File: config.mk
export PLATFORM = sky130hd
export DESIGN_NAME = line_clear_ctrl
export DESIGN_NICKNAME = d
export VERILOG_FILES = /design/src/rtl/line_clear_ctrl.sv
export SDC_FILE = /design/constraint.sdc
export NUM_CORES = 1
export LEC_CHECK = 0
export CAP_MARGIN = 10
export CORE_AREA = 2 2 321 323
export CTS_CLUSTER_DIAMETER = 60
export DETAILED_ROUTE_END_ITERATION = 16
export DIE_AREA = 0 0 323 325
export HOLD_SLACK_MARGIN = 0.02
export MAX_ROUTING_LAYER = met4
export PLACE_DENSITY = 0.57
export SKIP_CTS_REPAIR_TIMING = 1
export SLEW_MARGIN = 5
export SYNTH_ARGS = -nofsm -noshare
export SYNTH_HDL_FRONTEND = slang
export SYNTH_SLANG_ARGS = --single-unit
File: constraint.sdc
create_clock -name clock -period 3.7 [get_ports clock]
set_input_delay 0.37 -clock clock [delete_from_list [all_inputs] [get_ports clock]]
set_output_delay 0.37 -clock clock [all_outputs]
set_load 0.02 [all_outputs]
File: src/rtl/line_clear_ctrl.sv
// Sequential line-clear engine: scans a locked playfield from bottom row to top,
// drops every full row out, and reports the compacted field, line count and score.
module line_clear_ctrl #(
  parameter int ROWS = 20,
  parameter int COLS = 20,
  parameter int LW   = 5
) (
  input  logic                   clock,
  input  logic                   resetn,
  input  logic                   start,
  input  logic [0:ROWS*COLS-1]   field_in,
  output logic                   busy,
  output logic                   done,
  output logic [0:ROWS*COLS-1]   field_out,
  output logic [LW-1:0]          lines_cleared,
  output logic [3:0]             score_delta
);

  typedef enum logic [1:0] {
    IDLE  = 2'd0,
    SCAN  = 2'd1,
    SHIFT = 2'd2,
    DONE  = 2'd3
  } state_t;

  localparam logic [LW-1:0] PTR_TOP = LW'(ROWS - 1);
  localparam logic [LW-1:0] CNT_MAX = '1;

  state_t          state, state_nx;
  logic [COLS-1:0] rows_q [ROWS];
  logic [LW-1:0]   ptr_q;
  logic [LW-1:0]   line_cnt_q;
  logic            row_full;
  logic            scan_last;

  // Score awarded for a single operation, keyed on the number of rows removed.
  function automatic logic [3:0] score_of(input logic [LW-1:0] n);
    logic [3:0] s;
    case (n)
      LW'(0):  s = 4'd0;
      LW'(1):  s = 4'd1;
      LW'(2):  s = 4'd3;
      LW'(3):  s = 4'd5;
      default: s = 4'd8;
    endcase
    return s;
  endfunction

  assign row_full  = &rows_q[ptr_q];
  assign scan_last = (ptr_q == '0);

  always_ff @(posedge clock or negedge resetn) begin
    if (!resetn) begin
      state <= IDLE;
    end else begin
      state <= state_nx;
    end
  end

  always_comb begin
    // NOTE: default assigned first so every path writes state_nx; no latch inferred.
    state_nx = state;
    unique case (state)
      IDLE:    if (start) state_nx = SCAN;
      SCAN: begin
        if (row_full)       state_nx = SHIFT;
        else if (scan_last) state_nx = DONE;
      end
      SHIFT:   state_nx = SCAN;
      DONE:    state_nx = IDLE;
      default: state_nx = IDLE;
    endcase
  end

  assign busy = (state == SCAN) || (state == SHIFT);
  assign done = (state == DONE);

  // Field register, row pointer, line counter and the held results.
  always_ff @(posedge clock or negedge resetn) begin
    if (!resetn) begin
      // NOTE: the field is a small flop array, not a RAM, so it is reset to an empty board.
      for (int r = 0; r < ROWS; r++) rows_q[r] <= '0;
      ptr_q         <= PTR_TOP;
      line_cnt_q    <= '0;
      lines_cleared <= '0;
      score_delta   <= '0;
    end else begin
      // NOTE: all state here updates with non-blocking assignments so SHIFT reads old rows.
      unique case (state)
        IDLE: begin
          if (start) begin
            for (int r = 0; r < ROWS; r++) rows_q[r] <= field_in[r*COLS +: COLS];
            ptr_q      <= PTR_TOP;
            line_cnt_q <= '0;
          end
        end
        SCAN: begin
          if (!row_full) begin
            if (!scan_last) begin
              ptr_q <= ptr_q - LW'(1);
            end else begin
              lines_cleared <= line_cnt_q;
              score_delta   <= score_of(line_cnt_q);
            end
          end
        end
        SHIFT: begin
          // Rows 1..ptr drop by one; an empty row enters at the top.
          for (int j = 1; j < ROWS; j++) begin
            if (LW'(j) <= ptr_q) rows_q[j] <= rows_q[j-1];
          end
          rows_q[0] <= '0;
          if (line_cnt_q != CNT_MAX) line_cnt_q <= line_cnt_q + LW'(1);
        end
        DONE: ;
        default: ;
      endcase
    end
  end

  for (genvar r = 0; r < ROWS; r++) begin : g_pack
    assign field_out[r*COLS +: COLS] = rows_q[r];
  end

endmodule

## Yosys cells after proc, flatten, opt, wreduce, memory -nomap -nowiden

Cells that the tools add are included.

| cells by class | value |
|---|---|
| add/sub/neg operators | 2 |
| order comparisons | 20 |
| equal/unequal tests | 31 |
| muxes and demuxes | 36 |
| bitwise logic cells | 2 |
| reductions and logical operators | 31 |

Operators with widths:

| operator | number |
|---|---|
| $pmux 400 s2 | 1 |
| $mux 20 | 21 |
| $mux 400 | 1 |
| $bmux 20 s5 | 1 |
| $reduce_and 3->1 | 21 |
| $le 4x5->1 const A | 8 |
| $ne 2x1->1 const B | 20 |
| $mux 5 | 5 |
| $le 3x5->1 const A | 4 |
| $le 5x5->1 const A | 4 |
| $pmux 5 s2 | 2 |
| $reduce_and 20->1 | 1 |
| $pmux 4 s4 | 1 |
| $eq 5x2->1 const B | 2 |
| $le 2x5->1 const A | 2 |
| $logic_not 5->1 | 2 |
| $pmux 2 s4 | 1 |
| $ge 6x6->1 const B | 1 |
| $mux 2 | 3 |
| $ne 2x2->1 const B | 3 |
| $not 5->6 | 1 |
| $add 5x1->5 const B | 1 |
| $eq 5x1->1 const B | 1 |
| $le 1x5->1 const A | 1 |
| other kinds (11) | 14 |

| storage, ports and cells | value |
|---|---|
| register bits | 421 |
| bits of input ports | 403 |
| output and inout port bits | 411 |
| word-level logic and storage cells | 147 |

## Logic depth before layout (Yosys ltp)

Gate-level depths: netlist of the first run.

| logic depth | value |
|---|---|
| depth after elaboration | 7 |
| mapped depth | 13 |
| gate-level depth less buffers | 9 |

## Worst setup path after synthesis of the first run

Ideal clock, no wire load.

| path | value |
|---|---|
| path kind | register to register |
| start point | reg ptr_q[0] |
| end point | reg ptr_q[4] |
| library setup time | 0.083 ns |
| data arrival time | 2.593 ns |
| slack | 1.025 ns |
| stages on the path, launching flop included | 13 |
| buffers on the path | 3 |
| clock period less this slack | 2.675 ns |
| cell sequence | dfstp_2 -> buf_6 -> buf_4 -> inv_1 -> buf_4 -> ha_1 -> and3_1 -> and2_1 -> nor2_1 -> nand2_1 -> nor3_1 -> and4_1 -> nor3_1 |

| between the ends | value |
|---|---|
| longest elaborated chain between the ends | 7 |
| elaborated cells on any way between the ends | 13 |

Ends and longest elaborated chain:

| element | RTL line | text |
|---|---|---|
| start: declaration | 31 | `logic [LW-1:0] ptr_q;` |
| start signal: assignment | 100 | `ptr_q <= ptr_q - LW'(1);` |
| $not 5->6 (implied by the code) | 49 | `assign row_full = &rows_q[ptr_q];` |
| $bmux 20 s5 | 49 |  |
| $mux 20 (implied by the code) (2 in series) | 49 |  |
| $reduce_and 20->1 | 49 |  |
| $ne 2x2->1 (no source line) | -- |  |
| $reduce_and 4->1 (no source line) | -- |  |

Parallel ways exist; a longest one is shown, timed or not. The select of a mux whose other input is x is not followed.
A chain may end at the register's enable or synchronous reset.

## Worst setup path after layout of the first run

| path | value |
|---|---|
| start point | reg ptr_q[0] |
| end point | reg lines_cleared[1] |

| between the ends | value |
|---|---|
| longest elaborated chain between the ends | 7 |
| elaborated cells on any way between the ends | 8 |

Ends and longest elaborated chain:

| element | RTL line | text |
|---|---|---|
| $not 5->6 (implied by the code) | 49 |  |
| $bmux 20 s5 | 49 |  |
| $mux 20 (implied by the code) (2 in series) | 49 |  |
| $reduce_and 20->1 | 49 |  |
| $not 1->1 (no source line) | -- |  |
| $reduce_and 3->1 (no source line) * | -- |  |
| end signal: assignment | 102 | `lines_cleared <= line_cnt_q;` |
| end: declaration | 15 | `output logic [LW-1:0] lines_cleared,` |

Every way passes the cells marked *; elsewhere a longest branch is shown, timed or not. The select of a mux whose other input is x is not followed.

==> flow_summary_export.csv, run 1 <==
group,metric,value,unit
critical_path,rrSetupSlack,350,ps
layout,final_nets,3402,
die,ios,814,
layout,fin_util,34.56,%
route,wl_per_cell,28.28,um
pwr,p_leak,13.06,nW
layout,area_growth,53.25,%
flow_run,max-cap-violations,0,
die,dieArea,105000,um2
yosys,synth-seq-cells,421,
placed_design,dp_hpwl,97.40,mm
route,ant_nets,0,
route,topRoutingLayerUsed,"met4",
global_route,grt_pass1_wl,172.7,mm
placed_design,gp_congestion,0.8962,
clock_tree,clock_sinks,421,
critical_path,path_max_fanout,17,
timing,final_max_slew_viol_count,0,
yosys,synth_top_cell_by_area,"dfrtp_1",
route,routed_wl,124.9,mm
die,core_area,101300,um2
critical_path,critPathRequiredTime,4190,ps
layout,seq_area,10550,um2
global_route,grt_pass1_vias,21674,
route,drt-initial-drc-count,1593,
yosys,async_reset_ff_share,100.0,%
pwr,powerDensity,971.7,nW/um2
timing,slew_headroom,24.10,%
worst_hold_path,min_to,"field_out[5]",
yosys,ys_types,69,
global_route,gr-total-overflow,0,
die,die_y,325,um
critical_path,critPathArrivalTime,3840,ps
placed_design,io_buffers,813,
die,start_util,22.55,%
timing,worst_slew_pin_slew,1135,ps
route,detail_route.vias_per_cell,4.807,
yosys,synth_warnings,0,
clock_tree,htree_levels,3,
layout,final.fill_count,10276,
yosys,synth-edff-count,0,
clock_tree,clk_latency,620,ps
timing,fin_skew,35.22,ps
timing,fin_crit_sh,90.45,%
critical_path,crit_type,"flop to flop",
route,wl_met2,64.97,mm
clock_tree,cts-root-buf,"clkbuf_16",
yosys,synth_common_cells,"418 x dfrtp_1, 413 x mux2i_1, 365 x a21oi_1",
route,dr_wl_met3,7.292,mm
yosys,synth.avg_cell_area,10.33,um2
route,dr.pass1.iters,5,
layout,final_layout_size_suffix_gt1_share,9.469,%
yosys,synth_area,22850,um2
clock_tree,ctsLongestPathBuffers,3,
worst_hold_path,hp-start,"field_in[5]",
global_route,grt_max_degree,132,
route,drc,0,
critical_path,reg2reg_depth,9,
yosys,synth_top_area_share,45.78,%
clock_tree,clkTransAtPathRegs,60,ps
timing,setup_violations,0,
yosys,syn_nets,2629,
yosys,synthFlopType,"dfrtp_1",
timing,tns,0,ps
clock_tree,cts_buffers,66,
critical_path,timing.rr.end,"lines_cleared[1]",
yosys,synth.most_common_cell,"dfrtp_1",
yosys,ys_seq_area_share,46.13,%
global_route,grt_usage,23.96,%
yosys,netlist_instances,2212,
global_route,antenna_found_initial,17,
layout,multi_input_area,11660,um2
outcome,status,"finished clean",
pwr,ir_worst_vdd,0.5359,mV
clock_tree,cts_tree,"done",
timing,rsz0062_at_grt,"no",
critical_path,crit_path_end_kind,"flop",
worst_hold_path,whs_path_depth,3,
timing,timing.hold.ws,309.7,ps
yosys,synth.area.top_cells,"dfrtp_1 46%, mux2i_1 18%, a21oi_1 8.0%, mux4_2 7.3%, nor2_1 5.9%",
timing,fmax,298.8,MHz
timing,hold_viol,0,
timing,layout_min_cycle_time,3347,ps
route,vias,21232,
die,fp.dieW,323,um
critical_path,rr_startpoint,"ptr_q[0]",
worst_hold_path,hold_path.class,"input port to flop",
route,wl_met1,49.24,mm
die,rows,117,
critical_path,crit_path_start_kind,"flop",
[sequential cells by signal, summed over array words and instances, names as in the netlist]
name / count
field_out: 400
line_cnt_q: 5
lines_cleared: 5
ptr_q: 5
score_delta: 4
state: 2
[routing by layer]
layer  global-route usage, %  vias to the layer above
met5                       -                        -
met4                   7.826                        0
met3                   4.371                      149
met2                   41.68                      836
met1                   27.65                    10724
li1                        -                     9523
[through the flow]
step / instance area [um2] / cells / power, mW / setup slack [ps]
after CTS: 34950 / 4398 / 34.47 / 222.7
after global routing: 35010 / 4415 / 35.71 / 151.4
final: 35010 / 4417 / 34.02 / 353.3
after floorplan: 22850 / 2212 / 17.62 / 1025
after detailed placement: 32790 / 4284 / 28.03 / 234.0
after global placement: 32790 / 4284 / 27.89 / 301.9
[worst max-delay path by stage]
stage	start	end	slack (ps)	cells past startpoint
global route	ptr_q[0]	score_delta[3]	150	10
detailed placement	ptr_q[0]	lines_cleared[1]	230	10
CTS	ptr_q[0]	lines_cleared[1]	220	10
finish	ptr_q[0]	lines_cleared[1]	350	9
floorplan	ptr_q[0]	ptr_q[4]	1020	12
global placement	ptr_q[0]	score_delta[3]	300	10
[critical path, stage by stage, from the launching register on]
cell,delay (ps)
dfstp_4,810
buf_4,250
mux4_2,520
mux2i_1,340
o21ai_0,290
o22ai_1,280
nor4_2,90
nand4_2,150
nand2_4,130
mux2_1,340
[cell families after synthesis]
logic type / synth area share, %
DFF: 46.13
and+or+nand+nor: 10.33
buffers and inverters: 3.861
AOI/OAI and AO/OA: 12.13
muxes: 26.79
adders and majority gates: 0.7667
[cells in the final DEF (no fill, tap or decap), types with 3 or more instances in the layout]
master           instances
a211oi_1                 5
a21o_1                   5
a21oi_1                354
a21oi_4                 11
a22o_1                   6
a22oi_1                  5
and2_1                   3
and3_1                   3
buf_12                  16
buf_4                   49
clkbuf_1                11
clkbuf_16               69
clkbuf_8                 7
clkdlybuf4s50_1        812
clkinv_2                 3
clkinv_4                 3
clkinvlp_4               3
dfrtp_1                417
diode_2                 18
ha_1                    13
inv_1                   10
inv_6                    7
inv_8                    7
mux2_1                  10
mux2_2                   9
mux2i_1                412
mux4_1                   4
mux4_2                  74
nand2_1                122
nand2b_1                28
nand3_1                 13
nand4_1                  5
nor2_1                 359
nor2b_1                  5
nor3_1                  11
nor3b_1                  3
o21ai_0                 79
o22ai_1                 10
o31ai_1                  5
[layout make-up]
class	count	area share, %
Antenna cell	18	0.1286
Timing Repair Buffer	879	25.25
Tap cell	1368	4.889
Clock buffer	87	5.324
Multi-Input combinational cell	1605	33.30
Clock inverter	27	0.8469
Inverter	12	0.1286
Sequential cell	421	30.13
[power by group]
group          internal, mW  leakage, nW  switching [mW]
Combinational          7.63         7.20            8.72
Sequential             6.83         4.80            4.58
Clock                  3.75         1.05            2.52
Total                  18.2         13.1            15.8
No activity file was read; power rests on OpenSTA's default activity.
==> run 2: changes to the inputs <==
--- a/config.mk
+++ b/config.mk
@@ -6,13 +6,14 @@
 export NUM_CORES = 1
 export LEC_CHECK = 0
 export CAP_MARGIN = 10
-export CORE_AREA = 2 2 321 323
+export CORE_AREA = 2 2 313 315
 export CTS_CLUSTER_DIAMETER = 60
 export DETAILED_ROUTE_END_ITERATION = 16
-export DIE_AREA = 0 0 323 325
+export DIE_AREA = 0 0 315 317
+export DONT_BUFFER_PORTS = 1
 export HOLD_SLACK_MARGIN = 0.02
 export MAX_ROUTING_LAYER = met4
-export PLACE_DENSITY = 0.57
+export PLACE_DENSITY = 0.48
 export SKIP_CTS_REPAIR_TIMING = 1
 export SLEW_MARGIN = 5
 export SYNTH_ARGS = -nofsm -noshare
==> run 2 against run 1 <==
The run now ends with hold timing, slew limit left. Clock skew fell by 8.9 ps. Register-to-register slack worse by 90 ps. Critical path depth grew 1. Die area shrank 4.9%. Worst setup slack lost 88 ps. Critical path type unchanged. Highest routed layer unchanged.
==> flow_summary_export.csv, run 2 (synthesis results as in run 1) <==
group,metric,value,unit
outcome,status,"finished, violations left",
global_route,grt_usage,22.48,%
route,routed_wl,116.9,mm
clock_tree,clock_sinks,421,
die,ios,814,
timing,slew_headroom,-86.07,%
timing,final_max_slew_viol_count,268,
layout,fin_cells,3895,
die,dieArea,99860,um2
pwr,powerDensity,962.0,nW/um2
global_route,grt_max_degree,422,
clock_tree,ctsLongestPathBuffers,3,
critical_path,cpPeakStageDelay,810,ps
timing,worst_slew_pin_slew,2791,ps
layout,final_common_cell,"dfrtp_1",
die,core_area,96280,um2
clock_tree,htree_levels,2,
critical_path,crit_path_start_kind,"flop",
clock_tree,clk_latency,660,ps
global_route,grt_pass1_vias,18230,
timing,fin_skew,26.35,ps
layout,area_growth,33.45,%
critical_path,path_common_cell,"buf_12",
global_route,grt_pass1_wl,153.0,mm
route,drt-initial-drc-count,1633,
outcome,violations,"hold timing, slew limit",
die,die_y,317,um
worst_hold_path,hold_path.class,"input port to async pin",
pwr,p_total,29.33,mW
route,vias,20005,
placed_design,gp_congestion,0.9275,
global_route,gr-total-overflow,0,
pwr,p_leak,11.43,nW
die,rows,114,
placed_design,dp_hpwl,89.01,mm
placed_design,dpl_worst_slack,144.7,ps
pwr,ir_worst_vdd,0.4720,mV
critical_path,critPathRequiredTime,4220,ps
route,detail_route.vias_per_cell,5.136,
critical_path,crit_path_cell_trace,"buf_12, buf_12, mux4_2, a22oi_1, o21ai_0, o22ai_1, nor4_2, nand4_2, nand2_4, mux2_1",
timing,setup_violations,0,
timing,worst_slack,265.2,ps
layout,final_nets,2981,
route,dr.pass1.iters,5,
timing,tns,0,ps
placed_design,dp_cells,3386,
layout,mostFrequentLayoutCells,"417 x dfrtp_1, 412 x mux2i_1, 392 x dlygate4sd3_1",
critical_path,slowest_stage,"dfstp_4",
layout,largest_reg_flops,400,
critical_path,crit_type,"flop to flop",
clock_tree,cts_buffers,59,
critical_path,crit_path_end_kind,"flop",
critical_path,critPathArrivalTime,3950,ps
flow_run,max-cap-violations,0,
die,start_util,23.73,%
timing,fmax,291.1,MHz
die,fp.dieW,315,um
critical_path,path_max_fanout,14,
layout,final_layout_size_suffix_gt1_share,11.21,%
route,drc,0,
route,wl_per_cell,30.01,um
global_route,antenna_found_initial,9,
route,ant_nets,0,
timing,fin_crit_sh,92.83,%
timing,timing.hold.ws,-560.2,ps
timing,hold_viol,305,
clock_tree,clkTransAtPathRegs,60,ps
clock_tree,cts-root-buf,"clkbuf_16",
timing,rsz0062_at_grt,"no",
timing,layout_min_cycle_time,3435,ps
clock_tree,cts_tree,"done",
placed_design,io_buffers,0,
run 2: changes by cell type in the layout (fill, tap and decap cells not counted), sizes merged:
cell	before	now
buf	66	72
bufinv	2	1
clkbuf	87	80
clkdlybuf4s50	812	0
clkinv	8	17
clkinvlp	3	1
diode	18	6
dlygate4sd3	1	392
inv	26	24
run 2: final timing paths:
check / start / to / slack (ps) / cells after the start
setup / recovery: ptr_q[0] / lines_cleared[3] / 270 / 10
hold / removal: resetn / field_out[7] / -560 / 0
hold reg to reg: line_cnt_q[4] / lines_cleared[4] / 600 / 1
min in group clock: field_in[140] / field_out[140] / -30 / 2
setup reg to reg: ptr_q[0] / lines_cleared[3] / 270 / 10
max in group asynchronous: resetn / ptr_q[2] / 1950 / 0
run 2: area by class of cell:
type	instances	area (um2)
Fill cell	9838	65790
Antenna cell	6	15.01
Inverter	12	45.04
Timing Repair Buffer	465	4652
Sequential cell	421	10550
Tap cell	1276	1597
Clock inverter	31	299.0
Multi-Input combinational cell	1605	11660
Clock buffer	79	1672
run 2: worst max-delay path, delay by kind of cell (launching register included):
family,cells,cell delay [ps]
AO/OA/AOI/OAI,3,530
flip-flops,1,810
buffers and inverters,2,400
AND/OR/NAND/NOR,3,880
multiplexers,2,650
run 2: through the flow:
step	instance area [um2]	utilization [%]	hold slack, ps
2_1_floorplan	22850	-	74.41
6_report	30490	31.67	-560.2
3_3_place_gp	24550	25.50	89.93
3_5_place_dp	24550	25.50	89.54
5_1_grt	30490	31.66	-594.4
4_1_cts	26520	27.55	-617.1
run 2: layer usage:
metal / GRT usage, % / vias to the layer above / routed length, um
met3: 4.669 / 210 / 8052
met1: 25.55 / 10066 / 44510
met2: 39.45 / 1032 / 60330
met5: - / - / 0
met4: 7.121 / 0 / 3994
li1: - / 8697 / -
run 2: power breakdown:
part           total, mW  internal (mW)  leakage [nW]  switching [mW]
Sequential          14.2           6.75          4.80            7.43
Combinational       9.45           4.24          5.66            5.21
Clock               5.70           3.30         0.977            2.40
